<file path="src/rtl/atm_dispensador_billetes.sv">
// Cash-dispenser sequencer: greedy all-or-nothing bill planning against
// cassette inventory, then one-bill-at-a-time feed over listo/hecho.
//
// Ports:
//   clk, rst            clock, synchronous active-high reset
//   entregar_dinero     start pulse; monto is sampled with it (IDLE only)
//   monto               requested amount in colones
//   recarga             reload every cassette to CAPACIDAD (IDLE only)
//   mecanismo_listo     mechanism can take a bill
//   mecanismo_hecho     mechanism acknowledges a delivered bill
//   ocupado             high whenever the sequencer is not idle
//   expulsar_billete    one-cycle eject command, cassette on denominacion
//   dispensado_ok       one-cycle pulse: whole amount delivered
//   fallo               one-cycle pulse: rejected or aborted
//   codigo_fallo        cause of the last failure, held until next start
//   inventario_bajo     per-cassette low-inventory flags
module atm_dispensador_billetes #(
  parameter int D0           = 20000,
  parameter int D1           = 10000,
  parameter int D2           = 5000,
  parameter int D3           = 2000,
  parameter int D4           = 1000,
  parameter int CAP_W        = 8,
  parameter int CAPACIDAD    = 100,
  parameter int UMBRAL_BAJO  = 10,
  parameter int MAX_BILLETES = 40,
  parameter int TIMEOUT      = 64
) (
  input  logic        clk,
  input  logic        rst,
  input  logic        entregar_dinero,
  input  logic [31:0] monto,
  input  logic        recarga,
  input  logic        mecanismo_listo,
  input  logic        mecanismo_hecho,
  output logic        ocupado,
  output logic        expulsar_billete,
  output logic [2:0]  denominacion,
  output logic        dispensado_ok,
  output logic        fallo,
  output logic [2:0]  codigo_fallo,
  output logic [4:0]  inventario_bajo
);

  localparam int TOT_W = $clog2(MAX_BILLETES + 1);
  localparam int TM_W  = $clog2(TIMEOUT + 1);

  localparam logic [2:0] COD_CERO = 3'b001;
  localparam logic [2:0] COD_MAX  = 3'b010;
  localparam logic [2:0] COD_INF  = 3'b011;
  localparam logic [2:0] COD_TMO  = 3'b100;

  typedef enum logic [2:0] {
    IDLE, PLAN, SOLICITAR, EXPULSA, ESPERA, FIN, ERROR_MEC
  } state_t;

  state_t             state;
  logic [CAP_W-1:0]   inv  [5];
  logic [CAP_W-1:0]   plan [5];
  logic [31:0]        rem;
  logic [2:0]         d;
  logic [TOT_W-1:0]   total;
  logic [TM_W-1:0]    timer;

  function automatic logic [31:0] valor(input logic [2:0] i);
    case (i)
      3'd0:    valor = 32'(D0);
      3'd1:    valor = 32'(D1);
      3'd2:    valor = 32'(D2);
      3'd3:    valor = 32'(D3);
      default: valor = 32'(D4);
    endcase
  endfunction

  logic ultimo;
  logic vencido;
  logic tomar;

  assign ultimo  = (d == 3'd4);
  assign vencido = (timer == TM_W'(TIMEOUT - 1));
  // A bill can be taken only while the cassette still covers the plan.
  assign tomar   = (rem >= valor(d)) && (plan[d] < inv[d]);

  always_ff @(posedge clk) begin
    if (rst) begin
      state            <= IDLE;
      rem              <= '0;
      d                <= '0;
      total            <= '0;
      timer            <= '0;
      ocupado          <= 1'b0;
      expulsar_billete <= 1'b0;
      denominacion     <= '0;
      dispensado_ok    <= 1'b0;
      fallo            <= 1'b0;
      codigo_fallo     <= '0;
      inventario_bajo  <= {5{CAPACIDAD < UMBRAL_BAJO}};
      for (int i = 0; i < 5; i++) begin
        inv[i]  <= CAP_W'(CAPACIDAD);
        plan[i] <= '0;
      end
    end else begin
      expulsar_billete <= 1'b0;
      dispensado_ok    <= 1'b0;
      fallo            <= 1'b0;
      for (int i = 0; i < 5; i++)
        inventario_bajo[i] <= inv[i] < CAP_W'(UMBRAL_BAJO);

      case (state)
        IDLE: begin
          if (recarga)
            for (int i = 0; i < 5; i++)
              inv[i] <= CAP_W'(CAPACIDAD);
          if (entregar_dinero) begin
            rem          <= monto;
            d            <= '0;
            total        <= '0;
            codigo_fallo <= '0;
            for (int i = 0; i < 5; i++)
              plan[i] <= '0;
            if (monto == 32'd0) begin
              fallo        <= 1'b1;
              codigo_fallo <= COD_CERO;
            end else begin
              state   <= PLAN;
              ocupado <= 1'b1;
            end
          end
        end

        PLAN: begin
          if (tomar) begin
            if (total == TOT_W'(MAX_BILLETES)) begin
              fallo        <= 1'b1;
              codigo_fallo <= COD_MAX;
              state        <= IDLE;
              ocupado      <= 1'b0;
            end else begin
              plan[d] <= plan[d] + 1'b1;
              rem     <= rem - valor(d);
              total   <= total + 1'b1;
            end
          end else if (!ultimo) begin
            d <= d + 3'd1;
          end else if (rem == 32'd0) begin
            d     <= '0;
            timer <= '0;
            state <= SOLICITAR;
          end else begin
            fallo        <= 1'b1;
            codigo_fallo <= COD_INF;
            state        <= IDLE;
            ocupado      <= 1'b0;
          end
        end

        SOLICITAR: begin
          if (plan[d] == '0) begin
            if (ultimo) begin
              dispensado_ok <= 1'b1;
              state         <= FIN;
            end else begin
              d <= d + 3'd1;
            end
          end else if (mecanismo_listo) begin
            expulsar_billete <= 1'b1;
            denominacion     <= d;
            state            <= EXPULSA;
          end else if (vencido) begin
            fallo        <= 1'b1;
            codigo_fallo <= COD_TMO;
            state        <= ERROR_MEC;
          end else begin
            timer <= timer + 1'b1;
          end
        end

        EXPULSA: begin
          timer <= '0;
          state <= ESPERA;
        end

        ESPERA: begin
          if (mecanismo_hecho) begin
            inv[d]  <= inv[d] - 1'b1;
            plan[d] <= plan[d] - 1'b1;
            timer   <= '0;
            state   <= SOLICITAR;
          end else if (vencido) begin
            fallo        <= 1'b1;
            codigo_fallo <= COD_TMO;
            state        <= ERROR_MEC;
          end else begin
            timer <= timer + 1'b1;
          end
        end

        FIN: begin
          state   <= IDLE;
          ocupado <= 1'b0;
        end

        // Stuck until reset; delivered bills stay deducted.
        ERROR_MEC: begin
          state <= ERROR_MEC;
        end

        default: begin
          state   <= IDLE;
          ocupado <= 1'b0;
        end
      endcase
    end
  end

endmodule
</file>
<file path="config.mk">
export PLATFORM = sky130hd
export DESIGN_NAME = atm_dispensador_billetes
export DESIGN_NICKNAME = d
export VERILOG_FILES = /design/src/rtl/atm_dispensador_billetes.sv
export SDC_FILE = /design/constraint.sdc
export NUM_CORES = 1
export LEC_CHECK = 0
export CORE_MARGIN = 2
export CORE_UTILIZATION = 30
export DETAILED_ROUTE_END_ITERATION = 10
export DONT_BUFFER_PORTS = 1
export PLACE_DENSITY = 0.48
export SYNTH_ARGS = -nofsm -noshare
export SYNTH_HDL_FRONTEND = slang
export SYNTH_SLANG_ARGS = --single-unit
export TNS_END_PERCENT = 30
</file>
<file path="constraint.sdc">
create_clock -name clk -period 5.4 [get_ports clk]
set_clock_uncertainty 0.1 [all_clocks]
set_input_delay 1.08 -clock clk [delete_from_list [all_inputs] [get_ports clk]]
set_output_delay 1.08 -clock clk [all_outputs]
set_load 0.02 [all_outputs]
</file>
==> summary.md <==
| Metric | Value |
|---|---|
| Total Routed Length | 29,800 µm |
| Initial antenna violation count | 0 |
| Syn Area/Cell | 10.2 µm² |
| Worst-path clk slew | 0.09 ns |
| Hold buffer count at CTS | 0 |
| Setup tns final | 0 ns |
| Placer Congestion | 0.846 |
| Crit Path Max Fanout | 32 |
| Clock latency on the worst-skew pair | 0.45 ns |
| WL/cell | between 20 and 25 µm |
| Vias in the first global route | 7,940 |
| Syn Nets | 1,099 |
| Max_cap viols | 0 |
| Setup Buffers After CTS | 0 |
| Synthesis-to-finish area growth | 11.1% |
| Initial DRC count | 662 |
| Fin. max-slew vios | 0 |
| Ratio of cells with drive above 1 in the final layout | 11.0% |
| Worst setup SP type | flop |
| Top Layer Used | met4 |
| Power density over the cells | 390 nW/µm² |
| Post-DP HPWL | 21,800 µm |
| Seq cells post-synth | 197 |
| Seq/Total Area, Yosys | 49.9% |
| RSZ-0062 raised after global routing | false |
| EDFF count, synth | about 130 |
| DRC Markers | 0 |
| GRT Total Usage | 16.9% |
| Die area | 36,400 µm² |
| Worst-case vdd ir drop | ~0.00022 V |
| Count of warnings emitted by yosys | 0 |
| Met3 wire length | 1740 µm |
| CTS buffer count | 17 |
| Htree depth | 4 |
| Core area | 34,500 µm² |
| Total Nets Final | approximately 1,100 |
| Die Span Y | 191 µm |
| Worst-margin pin slew | between 0.9 and 1 ns |
| Met1 WL | 13,500 µm |
| First-pass GRT wire length | 46,900 µm |
| Final critical-path required period | between 4 and 5 ns |
| Largest net degree at the start of global routing | 71 |
| Post-place setup slack | 1.07 ns |
| Primary FF master, synth | edfxtp_1 |
| Critical path data required time | 5.41 ns |
| Fmax | about 230 MHz |
| IO Count | 53 |
| Starting Density | a little over 30% |
| WS Path Type | flop to flop |
| Total grt overflow | 0 |
| Post-synth cell types | just under 80 |
| Fillers | roughly 3,500 |
| Final setup vio count | 0 |
| Synth Instances | about 1,000 |
| Asr flop ratio synth | 0% |
| Mapped Area | 10,500 µm² |
| Crit-path slowest cell | dfxtp_2 |
| Num rows | just under 70 |
| Leakage | between 4 and 5 nW |
| Worst slew margin | 34.6% |
| Post-CTS Resized | 0 |
| Crit path arrival time | approximately 4.3 ns |
| Die Span X | 191 µm |
| Slowest cell delay on critical path | 0.81 ns |
| CTS Buffer Depth | 2 |
| Routed via count | 7,998 |
| Tcrit/Tclk final | 80.1% |
| Via density | 5.38 |
| Outcome | finished, final reports clean |
| # clock sinks | 197 |
| N_diodes | 0 |
| Met2 wire len | 14,200 µm |
| CP Cell Sequence | buf_4 > mux4_2 > nand2_1 > nand2_1 > ha_1 > a21o_1 > a21o_1 > a21oi_1 > o311a_1 > o211ai_1 > a21oi_1 > buf_4 > nand3_1 > nand2_1 |
| Fin. Hold Viols | 0 |
| Port Buffers | 0 |
| Routed Antenna Nets | 0 |
| Total iterations of the first detailed-routing run | 5 |
| Setup ws final | 1.07 ns |
| TritonCTS clock tree | built |
| Most used cell, CP | nand2_1 |
| Clock Root Buffer | clkbuf_16 |
| Setup crit end kind | flop |
| Hold crit path type | flop to flop |
==> logic make-up after synthesis <==
family	Yosys count	share of synthesized area, %
AO/OA/AOI/OAI	227	14.3
XOR/XNOR	20	1.80
adder cells (fa/ha/maj)	35	4.32
buffers and inverters	81	3.14
flip-flops	197	49.9
multiplexers	51	8.24
AND/OR/NAND/NOR	415	18.3
==> cells in the mapped netlist, types with 5 or more instances <==
cell      instances  share of area (%)
nor2_1          151                5.4
a211oi_1         24                1.7
o211ai_1          8               0.57
dfxtp_1          69                 13
inv_1            32                1.1
nand3_1          20               0.96
xor2_1            9               0.75
xnor2_1          10               0.84
buf_2             8               0.38
or3_1            10               0.60
nor4_1           18                1.1
nor2b_1          11               0.66
o22ai_1           5               0.30
edfxtp_1        128                 37
nand2b_1         10               0.60
mux2i_1          21                2.0
or2_2            13               0.78
a21oi_1          57                2.7
a21o_1           14                1.0
and3_1            6               0.36
a31oi_1           7               0.42
o21a_1            5               0.36
o21ai_0          46                2.2
clkbuf_1         32                1.1
a22oi_1           5               0.36
a31o_2            5               0.42
mux4_2           28                6.0
and2_1            7               0.42
nand4_1           8               0.48
nand2_1         111                4.0
ha_1             33                3.9
o32ai_1           6               0.50
nor3_1           36                1.7
==> report_power, final <==
group / internal, mW / switching [mW] / leakage (nW)
Sequential: 1.76 / 0.122 / 1.81
Combinational: 0.465 / 0.853 / 2.01
Clock: 0.669 / 0.667 / 0.294
==> worst paths after layout <==
check	from	endpoint	slack, ns	cells past startpoint
worst max-delay path	flop	plan[1][5]	1.07	14
worst min-delay path	timer[6]	timer[6]	0.37	2
worst max register to register	flop	plan[1][5]	1.07	14
worst min register to register	timer[6]	timer[6]	0.37	2
==> layout by cell type (no fill, tap or decap), drive strengths merged, types with 7 or more instances in the layout <==
cell type | Yosys | final
ha | 33 | 33
clkinv | 2 | 8
a21o | 15 | 15
nor3 | 36 | 36
o21ai | 48 | 48
and3 | 7 | 7
inv | 33 | 40
nor2b | 11 | 11
xor2 | 9 | 9
and2 | 7 | 7
nand2b | 10 | 10
or3 | 10 | 10
dfxtp | 69 | 69
nand4 | 8 | 8
clkbuf | 32 | 17
nand3 | 21 | 21
o211ai | 8 | 8
buf | 14 | 20
or2 | 13 | 13
a31oi | 7 | 7
edfxtp | 128 | 128
a211oi | 24 | 24
nand2 | 111 | 111
xnor2 | 10 | 10
mux2i | 21 | 21
mux4 | 28 | 28
a21oi | 57 | 57
nor4 | 19 | 19
nor2 | 151 | 151
==> worst max-delay path, delay by kind of cell (launching register included) <==
family / cells / cell delay [ns]
AO/OA/AOI/OAI: 6 / 1.25
flip-flops: 1 / 0.81
AND/OR/NAND/NOR: 4 / 0.62
buffers and inverters: 2 / 0.55
adder cells (fa/ha/maj): 1 / 0.33
multiplexers: 1 / 0.32
==> stage by stage <==
stage	instances	utilization, %	instance area, µm²	hold slack, ns	power [mW]
finish	1487	33.8	11600	0.366	4.54
floorplan	1026	-	10500	0.333	2.84
global route	1487	33.8	11600	0.391	4.80
CTS	1487	33.8	11600	0.369	4.57
global placement	1455	32.0	11000	0.347	3.23
detailed placement	1455	32.0	11000	0.356	3.23
==> layer usage <==
metal	global-route usage (%)	vias up
met5	0	-
met4	4.17	0
met3	3.48	25
met2	27.5	252
met1	23.1	3914
li1	-	3807
==> registers in the layout, summed over array words and instances, names as in the netlist, named ones only <==
register and cells:
inv 64, plan 64, rem 32, timer 7, total 6, inventario_bajo 5, codigo_fallo 3, d 3
denominacion 3, state 3, dispensado_ok 1, expulsar_billete 1, fallo 1, ocupado 1
==> cell type report <==
type	instances	area (µm²)	share of cell area, %
multi-input combinational	748	4930	42.4
sequential	197	5230	44.9
clock inverter	15	186	1.60
tap	455	569	4.89
timing repair buffer	20	163	1.40
inverter	35	131	1.13
clock buffer	17	425	3.66
Note: power is estimated with default switching activity, not from simulation.
